File: src/rtl/arm_link_pkg.sv
// Shared types and defaults for the ARM-side link master.
// Optional build macro used by arm_link_master: ARM_LINK_SDI_SYNC_EN.
package arm_link_pkg;

    typedef enum logic [1:0] {
        IDLE = 2'd0,
        LOW  = 2'd1,
        HIGH = 2'd2,
        DONE = 2'd3
    } state_t;

    localparam int DEF_DATA_BITS    = 16;
    localparam int DEF_FRAME_PULSES = 17;
    localparam int NIB_W            = 4;

    // Nibble of the result byte the slave expects for a given phase.
    function automatic logic [NIB_W-1:0] sel_nib(input logic [7:0] b, input logic ph);
        return ph ? b[7:4] : b[3:0];
    endfunction

endpackage

File: src/rtl/arm_link_timer.sv
// Half-period timer: down-counter restarted on each state entry, terminal
// count flags the last cycle of the current sclk half-period.
module arm_link_timer #(
    parameter int CLK_DIV = 4
) (
    input  logic clk,
    input  logic rst,
    input  logic load,
    output logic tc
);

    localparam int CW = (CLK_DIV > 2) ? $clog2(CLK_DIV) : 2;
    localparam logic [CW-1:0] LOAD_VAL = CW'(CLK_DIV - 1);

    logic [CW-1:0] cnt;

    // Reload on state entry, otherwise count down and park at zero.
    always_ff @(posedge clk or negedge rst) begin
        if (!rst) begin
            cnt <= '0;
        end else if (load) begin
            cnt <= LOAD_VAL;
        end else if (cnt != '0) begin
            cnt <= cnt - 1'b1;
        end
    end

    assign tc = (cnt == '0);

endmodule

File: src/rtl/arm_link_master.sv
// Master end of the 3-wire ARM/FPGA link. Generates sclk, shifts in the
// slave's word LSB first and returns result-byte nibbles on nib_out.
// Build option: define ARM_LINK_SDI_SYNC_EN to pass sdi through a 2-flop
// synchroniser before capture (needs CLK_DIV >= 4; otherwise >= 3).
//
//   state | meaning
//   ------+---------------------------------------------------------
//   IDLE  | sclk low, waiting for start
//   LOW   | sclk low half-period, nib_out stable for the coming rise
//   HIGH  | sclk high half-period, sdi captured in its last cycle
//   DONE  | one cycle, done pulse, rx_word already holds the frame word
module arm_link_master
    import arm_link_pkg::*;
#(
    parameter int CLK_DIV      = 4,
    parameter int DATA_BITS    = DEF_DATA_BITS,
    parameter int FRAME_PULSES = DEF_FRAME_PULSES
) (
    input  logic                 clk,
    input  logic                 rst,
    input  logic                 start,
    input  logic [7:0]           tx_byte,
    output logic                 busy,
    output logic                 done,
    output logic [DATA_BITS-1:0] rx_word,
    output logic                 sclk,
    input  logic                 sdi,
    output logic [NIB_W-1:0]     nib_out
);

    localparam int PCW = $clog2(FRAME_PULSES + 1);
    localparam logic [PCW-1:0] DATA_CNT  = PCW'(DATA_BITS);
    localparam logic [PCW-1:0] FRAME_CNT = PCW'(FRAME_PULSES);

`ifdef ARM_LINK_SDI_SYNC_EN
    if (CLK_DIV < 4) begin : g_div_check
        $error("arm_link_master: CLK_DIV must be >= 4 with the sdi synchroniser");
    end
`else
    if (CLK_DIV < 3) begin : g_div_check
        $error("arm_link_master: CLK_DIV must be >= 3");
    end
`endif

    state_t                 state_q;
    state_t                 state_nxt;
    logic                   tmr_load;
    logic                   tmr_tc;
    logic                   accept;
    logic                   last_high;
    logic [PCW-1:0]         pcnt_q;
    logic [PCW-1:0]         pcnt_inc;
    logic [DATA_BITS-1:0]   shreg_q;
    logic [DATA_BITS-1:0]   shreg_nxt;
    logic                   phase_q;
    logic [7:0]             byte_q;
    logic                   sdi_cap;

`ifdef ARM_LINK_SDI_SYNC_EN
    logic sdi_s1;
    logic sdi_s2;

    // Two-flop synchroniser; capture timing is unchanged, the extra latency
    // is absorbed by the longer minimum half-period.
    always_ff @(posedge clk or negedge rst) begin
        if (!rst) begin
            sdi_s1 <= 1'b0;
            sdi_s2 <= 1'b0;
        end else begin
            sdi_s1 <= sdi;
            sdi_s2 <= sdi_s1;
        end
    end

    assign sdi_cap = sdi_s2;
`else
    assign sdi_cap = sdi;
`endif

    arm_link_timer #(
        .CLK_DIV (CLK_DIV)
    ) u_timer (
        .clk  (clk),
        .rst  (rst),
        .load (tmr_load),
        .tc   (tmr_tc)
    );

    assign pcnt_inc = pcnt_q + 1'b1;

    // State register.
    always_ff @(posedge clk or negedge rst) begin
        if (!rst) begin
            state_q <= IDLE;
        end else begin
            state_q <= state_nxt;
        end
    end

    // Next-state decode; the timer is reloaded on every state entry.
    always_comb begin
        state_nxt = state_q;
        tmr_load  = 1'b0;
        accept    = 1'b0;
        last_high = 1'b0;
        case (state_q)
            IDLE: begin
                if (start) begin
                    accept    = 1'b1;
                    tmr_load  = 1'b1;
                    state_nxt = LOW;
                end
            end
            LOW: begin
                if (tmr_tc) begin
                    tmr_load  = 1'b1;
                    state_nxt = HIGH;
                end
            end
            HIGH: begin
                if (tmr_tc) begin
                    last_high = 1'b1;
                    tmr_load  = 1'b1;
                    state_nxt = (pcnt_inc == FRAME_CNT) ? DONE : LOW;
                end
            end
            DONE: begin
                state_nxt = IDLE;
            end
            default: begin
                state_nxt = IDLE;
            end
        endcase
    end

    // Shift register input: cleared on accept, one bit per data pulse.
    // The terminating pulse(s) beyond DATA_BITS leave it untouched.
    always_comb begin
        shreg_nxt = shreg_q;
        if (accept) begin
            shreg_nxt = '0;
        end else if (last_high && (pcnt_q < DATA_CNT)) begin
            shreg_nxt = {sdi_cap, shreg_q[DATA_BITS-1:1]};
        end
    end

    // Datapath: shift register, pulse count, nibble phase and result byte.
    always_ff @(posedge clk or negedge rst) begin
        if (!rst) begin
            shreg_q <= '0;
            pcnt_q  <= '0;
            phase_q <= 1'b0;
            byte_q  <= '0;
            nib_out <= '0;
        end else begin
            shreg_q <= shreg_nxt;
            if (accept) begin
                byte_q  <= tx_byte;
                pcnt_q  <= '0;
                nib_out <= sel_nib(tx_byte, phase_q);
            end else if (last_high) begin
                pcnt_q  <= pcnt_inc;
                phase_q <= ~phase_q;
                nib_out <= sel_nib(byte_q, ~phase_q);
            end
        end
    end

    // rx_word is loaded on DONE entry so it is valid in the same cycle as done.
    always_ff @(posedge clk or negedge rst) begin
        if (!rst) begin
            rx_word <= '0;
        end else if (last_high && (state_nxt == DONE)) begin
            rx_word <= shreg_nxt;
        end
    end

    // Registered link/handshake outputs, decoded from the next state so
    // they line up with the state register and never glitch.
    always_ff @(posedge clk or negedge rst) begin
        if (!rst) begin
            sclk <= 1'b0;
            busy <= 1'b0;
            done <= 1'b0;
        end else begin
            sclk <= (state_nxt == HIGH);
            busy <= (state_nxt != IDLE);
            done <= (state_nxt == DONE);
        end
    end

endmodule

File: config.mk
export PLATFORM = sky130hd
export DESIGN_NAME = arm_link_master
export DESIGN_NICKNAME = d
export VERILOG_FILES = /design/src/rtl/arm_link_pkg.sv /design/src/rtl/arm_link_timer.sv /design/src/rtl/arm_link_master.sv
export SDC_FILE = /design/constraint.sdc
export NUM_CORES = 1
export LEC_CHECK = 0
export CAP_MARGIN = 20
export CORE_AREA = 5 5 93 95
export DETAILED_ROUTE_END_ITERATION = 12
export DIE_AREA = 0 0 98 100
export SLEW_MARGIN = 30
export SYNTH_ARGS = -nofsm -noshare
export SYNTH_HDL_FRONTEND = slang
export SYNTH_HIERARCHICAL = 1
export SYNTH_SLANG_ARGS = --single-unit
File: constraint.sdc
create_clock -name clk -period 3.7 [get_ports clk]
set_input_delay 0.74 -clock clk [delete_from_list [all_inputs] [get_ports clk]]
set_output_delay 0.74 -clock clk [all_outputs]
set_load 0.05 [all_outputs]
==> results.ini, run 1 <==
[timing]
finalHoldViolCount = 0
fin_tns_setup_ns = 0
holdWs_ns = 0.452
relSlewSlack_pct = 52.9
setup_viol = 0
worstMarginPinSlew_ns = 0.707
fin_crit_ns = 2.37
fin_skew_ns = 0.00752
grt_setup_unrepaired = false
fmax_mhz = 422
fin_crit_sh_pct = 64.0
slew_violations = 0

[global_route]
grt_pass1_wl_mm = 8.82
grt_max_degree = 32
gr-usage-all-layers_pct = 11.3
grt-ovfl-total = 0
grt_pass1_vias = 1850
antenna_found_initial = 0

[place]
portBuffers = 34
dp_hpwl_mm = 3.32
gp_congestion = 0.778

[clock_tree]
clk_latency_ns = 0.33
cts_tree = yes
path_clk_slew_ns = 0.06
cts_buffers = 9
cts-hold-fix-buffers = 0
postCtsSetupRepairBufs = 0
cts_resized = 0
cts.sink_count = 57
clock_path_buffers = 2
htreeDepth = 3
cts_root_buf = clkbuf_8

[critical_path]
critical_path.startpoint = start
cp.required_ns = 3.92
crit_end = rx_word[3]$_DFFE_PN0P_
crit_type = in -> reg
cp_max_fo = 16
cp-start-kind = input pin
cp.buffers_inverters = 2
r2r_slack_ns = 1.45
crit_chain = clkdlybuf4s50_1 -> nand3b_1 -> o21ai_0 -> o311a_1 -> o31a_1 -> buf_4 -> mux2_2
cp_top_family = buffers and inverters
cp.arrival_ns = 2.59
endpoint_kind = flop
r2r-start = u_timer/cnt[0]$_DFFE_PN0P_
cp_slowest_stage_delay_ns = 0.49
reg2regPathDepth = 8
r2r_end = rx_word[3]$_DFFE_PN0P_
crit_cells = 7
critical_path.slowest_cell = clkdlybuf4s50_1

[floorplan]
rows = 32
core_um2 = 7650
dieArea_um2 = 9800
fp.dieW_um = 98
chipHeight_um = 100
io_pins = 35
start_util_pct = 33.9

[synth]
yosysUniqueCellTypes = 37
yosysSeqAreaShare_pct = 55.0
synthCells = 243
syn_avg_cell_area_um2 = 10.7
ys_ff_latch = 57
ys_warn_count = 6
syn_area_um2 = 2590
synth_nets = 263

[finish]
layout-area-overhead-vs-synth_pct = 23.3
drive_gt1_share_pct = 13.7
fin_util_pct = 41.8
mostFrequentLayoutCell = nand2_1
antenna_cells = 0
final_cell_mix = nand2_1 (66), dfrtp_1 (57), clkdlybuf4s50_1 (33), a21oi_1 (23), nor2_1 (12)
finish.net_count = 300

[power_and_ir_drop]
pwr_density_cell_nw_per_um2 = 381
vdd_drop_max_v = 0.000236
p_leak_nw = 1.45

[route]
drt-total-wl_mm = 4.96
first_pass_iters = 4
remaining_drc_errors = 0
num_vias = 1785
wl_per_cell_um = 12.8
ant_nets = 0
post_drt_via_cell_ratio = 4.61
drt_iter0_drc = 100

[run]
drv_cap = 0

[outcome]
status = finished, final reports clean

[worst_hold_path]
hp-class = in -> async

==> Yosys cell counts <==
cell / instances / area share [%]
nand2b_1: 2 / 0.48
clkbuf_1: 3 / 0.43
o22ai_1: 1 / 0.24
nand3b_1: 2 / 0.58
mux2_4: 10 / 5.8
nand2_2: 1 / 0.24
mux2_2: 7 / 3.0
nor2b_1: 1 / 0.24
a211oi_1: 4 / 1.2
buf_4: 1 / 0.29
a21oi_1: 23 / 4.4
and2_1: 2 / 0.48
o32ai_1: 1 / 0.34
buf_12: 1 / 0.77
nor3_1: 1 / 0.19
buf_1: 2 / 0.29
and2_4: 1 / 0.34
o311a_1: 1 / 0.39
dfrtp_1: 57 / 55
nand4_1: 1 / 0.24
o31ai_1: 1 / 0.29
a21oi_2: 1 / 0.34
nor4b_2: 1 / 0.58
o31a_1: 1 / 0.34
xor2_1: 3 / 1.0
or3_1: 1 / 0.24
nand2_1: 66 / 9.6
a211o_1: 1 / 0.34
clkbuf_2: 1 / 0.19
inv_1: 9 / 1.3
nor2_1: 12 / 1.7
xnor2_1: 2 / 0.68
mux2i_1: 8 / 3.1
buf_2: 3 / 0.58
o21ai_0: 2 / 0.39
buf_6: 1 / 0.43
ha_1: 8 / 3.9
==> cell type report <==
type	instances	area (um2)
timing repair buffer	38	365
sequential	57	1430
tap	102	128
clock buffer	13	149
clock inverter	3	40.0
multi-input combinational	165	1050
fill	744	4450
inverter	9	33.8
==> through the flow <==
stage	worst slack, ns	instance area (um2)	power (W)	std cells
floorplan	1.72	2590	0.000643	243
global route	1.21	3200	0.00128	387
global placement	1.11	3010	0.000671	371
CTS	1.32	3200	0.00124	387
detailed placement	1.00	3010	0.000671	371
finish	1.33	3200	0.00122	387
==> worst reg2reg max path, cell delays in order (launching register included) <==
cell,delay (ns)
dfrtp_1,0.39
inv_1,0.06
ha_1,0.33
o22ai_1,0.11
o21ai_0,0.26
o311a_1,0.22
o31a_1,0.13
buf_4,0.27
mux2_2,0.37
==> flip-flops by register name, summed over array words and instances, names as in the netlist <==
| register | count |
|---|---|
| busy | 1 |
| sclk | 1 |
| done | 1 |
| u_timer/cnt | 2 |
| shreg_q | 16 |
| phase_q | 1 |
| rx_word | 16 |
| nib_out | 4 |
| byte_q | 8 |
| state_q | 2 |
| pcnt_q | 5 |
==> routing by layer <==
| layer | part of all wire [%] | global-route usage [%] | up-vias |
|---|---|---|---|
| met4 | 1.8 | 4.69 | 0 |
| met3 | 6.5 | 5.00 | 10 |
| li1 | - | - | 879 |
| met1 | 47 | 14.0 | 857 |
| met2 | 44 | 17.4 | 39 |
| met5 | 0 | 0 | - |
==> power breakdown <==
group / switching (W) / internal, W / total [W]
sequential: 0.00000136 / 0.000626 / 0.000628
clock: 0.000232 / 0.000328 / 0.000560
combinational: 0.0000181 / 0.0000130 / 0.0000311
total: 0.000252 / 0.000967 / 0.00122
==> how the worst min path moves through the flow <==
| stage | to | slack [ns] | cells past startpoint |
|---|---|---|---|
| 2_1_floorplan | busy$_DFF_PN0_ | 0.44 | 0 |
| 3_3_place_gp | byte_q[3]$_DFFE_PN0P_ | 0.46 | 2 |
| 3_5_place_dp | byte_q[6]$_DFFE_PN0P_ | 0.46 | 2 |
| 4_1_cts | nib_out[0]$_DFFE_PN0P_ | 0.47 | 1 |
| 5_1_grt | byte_q[1]$_DFFE_PN0P_ | 0.49 | 2 |
| 6_report | nib_out[0]$_DFFE_PN0P_ | 0.45 | 1 |
==> cells by family after synthesis <==
| family | count (synthesis) | share of synthesized area [%] |
|---|---|---|
| AO/OA/AOI/OAI | 36 | 8.26 |
| XOR/XNOR | 5 | 1.69 |
| adder cells (fa/ha/maj) | 8 | 3.86 |
| buffers and inverters | 21 | 4.30 |
| flip-flops | 57 | 55.0 |
| multiplexers | 25 | 11.9 |
| AND/OR/NAND/NOR | 91 | 14.9 |
Note: power is estimated with default switching activity, not from simulation.
==> inputs of run 2 (changes only) <==
==> constraint.sdc (replaced) <==
create_clock -name clk -period 2.4 [get_ports clk]
set_input_delay 0.48 -clock clk [delete_from_list [all_inputs] [get_ports clk]]
set_output_delay 0.48 -clock clk [all_outputs]
set_load 0.05 [all_outputs]
==> results.ini, run 2 (same netlist as run 1, synthesis figures left out) <==
[critical_path]
endpoint_kind = flop  ; unchanged
r2r_end = rx_word[7]$_DFFE_PN0P_  ; was rx_word[3]$_DFFE_PN0P_
crit_end = rx_word[7]$_DFFE_PN0P_  ; was rx_word[3]$_DFFE_PN0P_
cp.required_ns = 2.62  ; was 3.92 ns
cp-start-kind = flop  ; was input pin
r2r-start = state_q[0]$_DFF_PN0_  ; was u_timer/cnt[0]$_DFFE_PN0P_
cp_max_fo = 16  ; unchanged
crit_type = reg -> reg  ; was in -> reg
critical_path.startpoint = state_q[0]$_DFF_PN0_  ; was start
r2r_slack_ns = 0.28  ; was 1.45 ns
reg2regPathDepth = 8  ; unchanged
cp.arrival_ns = 2.34  ; was 2.59 ns

[place]
gp_congestion = 0.787  ; was 0.778
placed_cell_area_um2 = 3080  ; was 3010 um2
dp_hpwl_mm = 3.50  ; was 3.32 mm
portBuffers = 34  ; unchanged

[clock_tree]
cts_tree = yes  ; unchanged
clk_latency_ns = 0.34  ; was 0.33 ns
cts_buffers = 9  ; unchanged
cts_root_buf = clkbuf_8  ; unchanged
cts.sink_count = 57  ; unchanged
htreeDepth = 3  ; unchanged
cts-hold-fix-buffers = 0  ; unchanged
clock_path_buffers = 2  ; unchanged
cts_resized = 0  ; unchanged
postCtsSetupRepairBufs = 0  ; unchanged
path_clk_slew_ns = 0.06  ; about the same

[timing]
fin_tns_setup_ns = 0  ; unchanged
grt_setup_unrepaired = false  ; unchanged
relSlewSlack_pct = 59.5  ; was 52.9%
fin_crit_sh_pct = 88.2
slew_violations = 0  ; unchanged
setup_viol = 0  ; unchanged
worstMarginPinSlew_ns = 0.608  ; was 0.707 ns
fin_crit_ns = 2.12
fin_skew_ns = 0.00734  ; was 0.00752 ns
finalHoldViolCount = 0  ; unchanged
fmax_mhz = 472

[global_route]
grt_max_degree = 34  ; was 32
grt-ovfl-total = 0  ; unchanged
grt_pass1_wl_mm = 8.90  ; was 8.82 mm
antenna_found_initial = 0  ; unchanged
grt_pass1_vias = 1930  ; was 1850
gr-usage-all-layers_pct = 11.5  ; was 11.3%

[floorplan]
rows = 32  ; unchanged
io_pins = 35  ; unchanged
core_um2 = 7650  ; unchanged
dieArea_um2 = 9800  ; unchanged
chipHeight_um = 100  ; unchanged
fp.dieW_um = 98  ; unchanged
start_util_pct = 33.9  ; unchanged

[route]
ant_nets = 0  ; unchanged
drt-total-wl_mm = 4.99  ; was 4.96 mm
remaining_drc_errors = 0  ; unchanged
first_pass_iters = 4  ; unchanged
wl_per_cell_um = 12.7  ; was 12.8 um
num_vias = 1818  ; was 1785
post_drt_via_cell_ratio = 4.63  ; was 4.61
drt_iter0_drc = 27  ; was 100

[worst_hold_path]
hp-class = in -> async  ; unchanged

[finish]
fill_cells = 724  ; was 744
final_cell_mix = nand2_1 (66), dfrtp_1 (57), clkdlybuf4s50_1 (33), a21oi_1 (23), nor2_1 (12)  ; unchanged
reg_top3 = rx_word (16), shreg_q (16), byte_q (8)  ; unchanged
layout-area-overhead-vs-synth_pct = 27.2  ; was 23.3%
antenna_cells = 0  ; unchanged
fin_area_um2 = 3300  ; was 3200 um2
finish.net_count = 306  ; was 300
drive_gt1_share_pct = 16.2  ; was 13.7%
mostFrequentLayoutCell = nand2_1  ; unchanged

[power_and_ir_drop]
vdd_drop_max_v = 0.000213  ; was 0.000236 V
p_leak_nw = 1.51  ; was 1.45 nW
p_total_w = 0.00200  ; was 0.00122 W
pwr_density_cell_nw_per_um2 = 607  ; was 381 nW/um2

[outcome]
status = finished, final reports clean  ; unchanged

[run]
drv_cap = 0  ; unchanged

==> run 2: cell count changes in the layout (fill, tap and decap cells not counted), sizes merged <==
cell    previous run  this run
buf                5        11
clkbuf            13        11
bufinv             1         2
clkinv             2         3
==> run 2: area by class of cell <==
type / instances / area [um2] / area share (%)
well taps: 102 / 128 / 3.87
multi-input cells: 165 / 1050 / 32.0
clock buffers: 11 / 141 / 4.29
clock inverters: 5 / 78.8 / 2.39
repair buffers: 44 / 435 / 13.2
flip-flops and latches: 57 / 1430 / 43.3
inverters: 9 / 33.8 / 1.02
==> run 2: where the power goes <==
part	total, W	switching (W)	internal, W
registers	0.000968	0.00000232	0.000965
clock network	0.000984	0.000373	0.000611
logic	0.0000499	0.0000276	0.0000223
==> run 2: stage by stage <==
stage / util (%) / std cells / setup slack (ns) / hold slack (ns)
5_1_grt: 43.1 / 393 / 0.124 / 0.176
2_1_floorplan: - / 243 / 0.420 / 0.184
6_report: 43.1 / 393 / 0.283 / 0.152
3_5_place_dp: 40.2 / 377 / 0.0822 / 0.463
4_1_cts: 43.1 / 393 / 0.253 / 0.151
3_3_place_gp: 40.2 / 377 / 0.145 / 0.458
==> run 2: how the worst min path moves through the flow <==
stage	from	endpoint	slack, ns	cells past startpoint
after floorplan	rst	busy$_DFF_PN0_	0.18	0
after CTS	rst	nib_out[1]$_DFFE_PN0P_	0.15	1
final	rst	nib_out[0]$_DFFE_PN0P_	0.15	1
after detailed placement	byte_q[3]$_DFFE_PN0P_	byte_q[3]$_DFFE_PN0P_	0.46	2
after global routing	rst	nib_out[3]$_DFFE_PN0P_	0.18	1
after global placement	byte_q[1]$_DFFE_PN0P_	byte_q[1]$_DFFE_PN0P_	0.46	2
==> run 2: critical path: stages, from the launching register on <==
cell and delay (ns):
dfrtp_1 0.44, inv_1 0.13, ha_1 0.22, o22ai_1 0.10, o21ai_0 0.22, o311a_1 0.20
o31a_1 0.17, buf_12 0.18, mux2_2 0.34
==> run 2: per-layer routing <==
layer	track usage, %	wire [um]	vias to the layer above
met3	4.59	272	10
met1	14.4	2420	879
met4	6.07	110	0
met5	0	0	-
li1	-	-	890
met2	17.2	2190	39
